==> src/rtl/rr_lock_arbiter_pkg.sv <==
// Shared types and helpers for the round-robin lock arbiter family.
package rr_lock_arbiter_pkg;

    typedef enum logic {
        IDLE  = 1'b0,
        OWNED = 1'b1
    } arb_state_t;

    localparam int DEFAULT_MAX_HOLD = 16;

    // Index width for n entries, never narrower than one bit.
    function automatic int idx_w(input int n);
        return (n <= 2) ? 1 : $clog2(n);
    endfunction

endpackage

==> src/rtl/rr_lock_arbiter_rr_pick.sv <==
// Combinational rotating-priority picker: double-width masked priority encoder
// starting at ptr, with an optional single-index mask-out.
module rr_pick
    import rr_lock_arbiter_pkg::*;
#(
    parameter int N  = 4,
    parameter int IW = idx_w(N)
) (
    input  logic [N-1:0]  req,
    input  logic [IW-1:0] ptr,
    input  logic [IW-1:0] mask_idx,
    input  logic          mask_en,
    output logic [N-1:0]  onehot,
    output logic [IW-1:0] idx,
    output logic          found
);

    logic [N-1:0]   masked;
    logic [2*N-1:0] dbl;

    always_comb begin
        masked = '0;
        for (int i = 0; i < N; i++) begin
            masked[i] = req[i] & ~(mask_en && (mask_idx == IW'(i)));
        end
    end

    // Lower copy only counts from ptr upward; upper copy supplies the wrap.
    always_comb begin
        dbl = '0;
        for (int j = 0; j < 2*N; j++) begin
            dbl[j] = masked[j % N] && ((j >= N) || (j >= int'(ptr)));
        end
    end

    always_comb begin
        found = 1'b0;
        idx   = '0;
        for (int j = 0; j < 2*N; j++) begin
            if (dbl[j] && !found) begin
                found = 1'b1;
                idx   = IW'(j % N);
            end
        end
    end

    always_comb begin
        onehot = '0;
        for (int i = 0; i < N; i++) begin
            onehot[i] = found && (idx == IW'(i));
        end
    end

endmodule

==> src/rtl/rr_lock_arbiter.sv <==
// Registered round-robin arbiter; the grant is locked until the owner releases.
// Optional forced release after MAX_HOLD owned cycles: define RR_LOCK_ARB_TIMEOUT_EN.
// state | meaning
// IDLE  | no owner, grant=0, arbitrate ptr-first against req
// OWNED | grant held by own until release, then re-arbitrate from own+1
module rr_lock_arbiter
    import rr_lock_arbiter_pkg::*;
#(
    parameter int N        = 4,
    parameter int IW       = idx_w(N),
    parameter int MAX_HOLD = DEFAULT_MAX_HOLD
) (
    input  logic          clk,
    input  logic          rst,
    input  logic [N-1:0]  req,
    input  logic [N-1:0]  last,
    output logic [N-1:0]  grant,
    output logic [IW-1:0] grant_idx,
    output logic          busy,
    output logic          timeout
);

    arb_state_t    state;
    logic [IW-1:0] ptr;
    logic [IW-1:0] nxt_ptr;
    logic [IW-1:0] pick_ptr;
    logic          rel_normal;
    logic          forced;
    logic          release_now;
    logic          grant_load;
    logic          mask_en;
    logic [N-1:0]  pick_onehot;
    logic [IW-1:0] pick_idx;
    logic          found;

    assign nxt_ptr     = (int'(grant_idx) == N-1) ? '0 : grant_idx + IW'(1);
    assign rel_normal  = (state == OWNED) && (!req[grant_idx] || last[grant_idx]);
    assign release_now = rel_normal || forced;
    assign pick_ptr    = (state == OWNED) ? nxt_ptr : ptr;
    assign mask_en     = (state == OWNED) && (!req[grant_idx] || forced);
    assign grant_load  = found && ((state == IDLE) || release_now);

    rr_pick #(.N(N), .IW(IW)) u_pick (
        .req      (req),
        .ptr      (pick_ptr),
        .mask_idx (grant_idx),
        .mask_en  (mask_en),
        .onehot   (pick_onehot),
        .idx      (pick_idx),
        .found    (found)
    );

`ifdef RR_LOCK_ARB_TIMEOUT_EN
    localparam int HW = $clog2(MAX_HOLD + 1);
    logic [HW-1:0] hold_cnt;

    // Normal release wins over a coincident forced one.
    assign forced = (state == OWNED) && !rel_normal && (hold_cnt == HW'(MAX_HOLD - 1));

    always_ff @(posedge clk) begin
        if (rst) begin
            hold_cnt <= '0;
            timeout  <= 1'b0;
        end else begin
            timeout <= forced;
            if (grant_load)
                hold_cnt <= '0;
            else if (state == OWNED)
                hold_cnt <= hold_cnt + HW'(1);
        end
    end
`else
    assign forced  = 1'b0;
    assign timeout = 1'b0;
`endif

    always_ff @(posedge clk) begin
        if (rst) begin
            state     <= IDLE;
            ptr       <= '0;
            grant     <= '0;
            grant_idx <= '0;
            busy      <= 1'b0;
        end else begin
            case (state)
                IDLE: begin
                    if (found) begin
                        state     <= OWNED;
                        grant     <= pick_onehot;
                        grant_idx <= pick_idx;
                        busy      <= 1'b1;
                    end
                end
                OWNED: begin
                    if (release_now) begin
                        ptr <= nxt_ptr;
                        if (found) begin
                            grant     <= pick_onehot;
                            grant_idx <= pick_idx;
                        end else begin
                            state     <= IDLE;
                            grant     <= '0;
                            grant_idx <= '0;
                            busy      <= 1'b0;
                        end
                    end
                end
                default: state <= IDLE;
            endcase
        end
    end

endmodule

==> config.mk <==
export PLATFORM = sky130hd
export DESIGN_NAME = rr_lock_arbiter
export DESIGN_NICKNAME = d
export VERILOG_FILES = /design/src/rtl/rr_lock_arbiter_pkg.sv /design/src/rtl/rr_lock_arbiter_rr_pick.sv /design/src/rtl/rr_lock_arbiter.sv
export SDC_FILE = /design/constraint.sdc
export NUM_CORES = 1
export LEC_CHECK = 0
export ABC_AREA = 1
export CAP_MARGIN = 10
export CORE_MARGIN = 2
export CORE_UTILIZATION = 51
export DETAILED_ROUTE_END_ITERATION = 6
export PLACE_DENSITY = 0.82
export SLEW_MARGIN = 20
export SYNTH_ARGS = -nofsm -noshare
export SYNTH_HDL_FRONTEND = slang
export SYNTH_SLANG_ARGS = --single-unit
==> constraint.sdc <==
create_clock -name clk -period 5 [get_ports clk]
set_clock_uncertainty 0.15 [all_clocks]
set_input_delay 0.5 -clock clk [delete_from_list [all_inputs] [get_ports clk]]
set_output_delay 0.5 -clock clk [all_outputs]
set_load 0.02 [all_outputs]
==> flow_summary.json <==
{
  "status": "finished, final reports clean",
  "ys_warn_count": 0,
  "rr_worst_depth": 13,
  "ir_worst_vdd_uv": 223,
  "netlist.top_cell.by_area": "dfxtp_1",
  "hold_buffers": 0,
  "io_buffers": 16,
  "postLayoutCoreUtil_pct": 70.9,
  "synthTopCellsByArea": "dfxtp_1, nand2_1, nand3_2, nor2_1, ha_1",
  "ant_nets": 0,
  "hold_path_depth": 2,
  "clk_latency_ns": 0.28,
  "io_pins": 18,
  "drcViolationCount": 0,
  "synth-edff-count": 0,
  "areaGrowthSynthToFinish_pct": 26.4,
  "numCtsBuffers": 3,
  "finalSetupTns_ns": 0,
  "wl_microns": 1650,
  "power.density_nw_per_um2": 352,
  "p_sw_uw": 139,
  "fp.coreArea_sq_um": 1350,
  "synth_area_sq_um": 757,
  "ys_ff_latch": 10,
  "start_util_pct": 56.1,
  "diodes": 0,
  "critPathCaptureType": "flip-flop",
  "cp_num_cells": 13,
  "syn_nets": 123,
  "cp_data_required_time_ns": 5.02,
  "power_frac_comb_pct": 45.9,
  "hp-class": "reg -> reg",
  "maxSlewViolCount": 0,
  "synthFlopType": "dfxtp_1",
  "critPathTopFamily": "simple AND/OR/NAND/NOR gates",
  "syn_inst": 109,
  "synth_common_cells": "nand2_1, nor2_1, dfxtp_1",
  "syn_avg_cell_area_sq_um": 6.94,
  "synth.top_cell.area_share_pct": 26.4,
  "clockBufferDepth": 2,
  "arrival_ns": 2.42,
  "cap_violations": 0,
  "cp_cell_sequence": "inv_2 -> ha_1 -> nand2_1 -> o21ai_1 -> nand2_1 -> nand3_2 -> nand2_2 -> nor2_4 -> nand3_4 -> nand2_4 -> nand2_4 -> o21ai_1 -> nor2_1",
  "grt_pass1_vias": 675,
  "ys_seq_area_share_pct": 26.4,
  "routed_via_density": 5.33,
  "critPathLaunchType": "flip-flop",
  "detail_route.iter0.violations": 10,
  "finalCritPeriodShare_pct": 47.9,
  "rows": 13,
  "path_max_fanout": 10,
  "dieArea_sq_um": 1810,
  "grt_pass1_wl_microns": 2650,
  "timing.fmax_mhz": 417,
  "fin_ws_ns": 2.60,
  "clock-sinks": 10,
  "ys_types": 21,
  "cts_root_buf": "clkbuf_4",
  "synthArstFlopShare_pct": 0,
  "die_h_microns": 42.5,
  "leakagePower_uw": 0.000433,
  "post_cts_resized": 0,
  "finalNetCount": 142,
  "die_w_microns": 42.5,
  "routabilityCongestion": 0.848,
  "clockPowerShare_pct": 22.4,
  "hpwl_microns": 1290,
  "finalHoldViolations": 0,
  "detail_route.first_pass.iterations": 4,
  "setup_viol": 0,
  "critPathSlowestCell": "dfxtp_1",
  "route.vias.total": 757,
  "intPower_uw": 198,
  "cts_setup_buffers": 0,
  "drive_gt1_share_pct": 21.3,
  "synth_most_common_cell": "nand2_1",
  "dp_slack_ns": 2.52,
  "cts_tree": "yes",
  "p_seq_share_pct": 31.7,
  "grt.overflow.total": 0,
  "p_sw_share_pct": 41.2,
  "clk_pin_slew_worst_paths_ns": 0.07,
  "fin_crit_ns": 2.40,
  "path_buf_inv": 1,
  "cp_slowest_stage_delay_ns": 0.54,
  "rsz0062_at_grt": "false",
  "antenna_found_initial": 0,
  "grt.total_usage_pct": 19.9,
  "crit_type": "reg -> reg",
  "grt_max_degree": 11,
  "htreeDepth": 1,
  "wl_per_cell_microns": 11.6
}
[worst min-delay path, cell delays in order, from the launching register on]
cell and delay, ns:
dfxtp_1 0.31, inv_1 0.05, a21oi_1 0.05
[sequential cells by signal, indices dropped and copies added, names as in the netlist]
name / cells
grant_idx: 2
state: 1
ptr: 2
grant: 4
busy: 1
[worst paths after layout]
| check | from | end | slack [ns] |
|---|---|---|---|
| max | grant_idx[0] | grant_idx[0] | 2.60 |
| min | ptr[0] | ptr[0] | 0.30 |
| min reg2reg | ptr[0] | ptr[0] | 0.30 |
| max reg2reg | grant_idx[0] | grant_idx[0] | 2.60 |
[power groups by stage]
stage          clock network, uW  registers [uW]  logic [uW]
2_1_floorplan                  0             116         101
3_3_place_gp                   0             108         150
3_5_place_dp                   0             109         154
4_1_cts                     74.3             107         155
5_1_grt                     78.3             109         172
6_report                    75.4             107         155
[final cells by class]
class / instances / area [sq um]
timing repair buffer: 16 / 160
clock buffer: 4 / 36.3
fill: 107 / 393
tap: 15 / 18.8
multi-input combinational: 85 / 492
sequential: 10 / 200
inverter: 12 / 50.0
[through the flow]
| stage | hold slack [ns] | power (uW) | instances | cell area, sq um |
|---|---|---|---|---|
| 5_1_grt | 0.330 | 360 | 142 | 957 |
| 3_3_place_gp | 0.283 | 258 | 138 | 921 |
| 2_1_floorplan | 0.273 | 217 | 109 | 757 |
| 6_report | 0.298 | 337 | 142 | 957 |
| 4_1_cts | 0.299 | 336 | 142 | 957 |
| 3_5_place_dp | 0.289 | 262 | 138 | 921 |
[metal layers]
| metal | routed length, microns | vias to the layer above | GRT usage (%) | part of all wire, % |
|---|---|---|---|---|
| li1 | - | 386 | - | - |
| met2 | 794 | 19 | 31.4 | 48 |
| met4 | 49 | 0 | 13.8 | 3.0 |
| met5 | 0 | - | 0 | 0 |
| met1 | 743 | 347 | 23.4 | 45 |
| met3 | 61 | 5 | 4.74 | 3.7 |
[placed cells by master, fill, tap and decap left out]
cell,n
a21oi_1,5
clkbuf_4,3
clkbuf_8,1
clkdlybuf4s50_1,16
clkinv_4,1
conb_1,1
dfxtp_1,10
ha_1,4
inv_1,7
inv_2,4
nand2_1,25
nand2_2,3
nand2_4,3
nand3_1,6
nand3_2,7
nand3_4,1
nor2_1,14
nor2_2,1
nor2_4,1
o21ai_0,4
o21ai_1,7
o21ai_2,2
o22ai_1,1
[logic make-up after synthesis]
group / Yosys count / synth area share, %
buffers and inverters: 14 / 8.59
AO/OA/AOI/OAI: 19 / 13.7
other: 1 / 0.495
AND/OR/NAND/NOR: 61 / 44.1
flip-flops: 10 / 26.4
adder cells (fa/ha/maj): 4 / 6.61
Note: power is estimated with default switching activity, not from simulation.
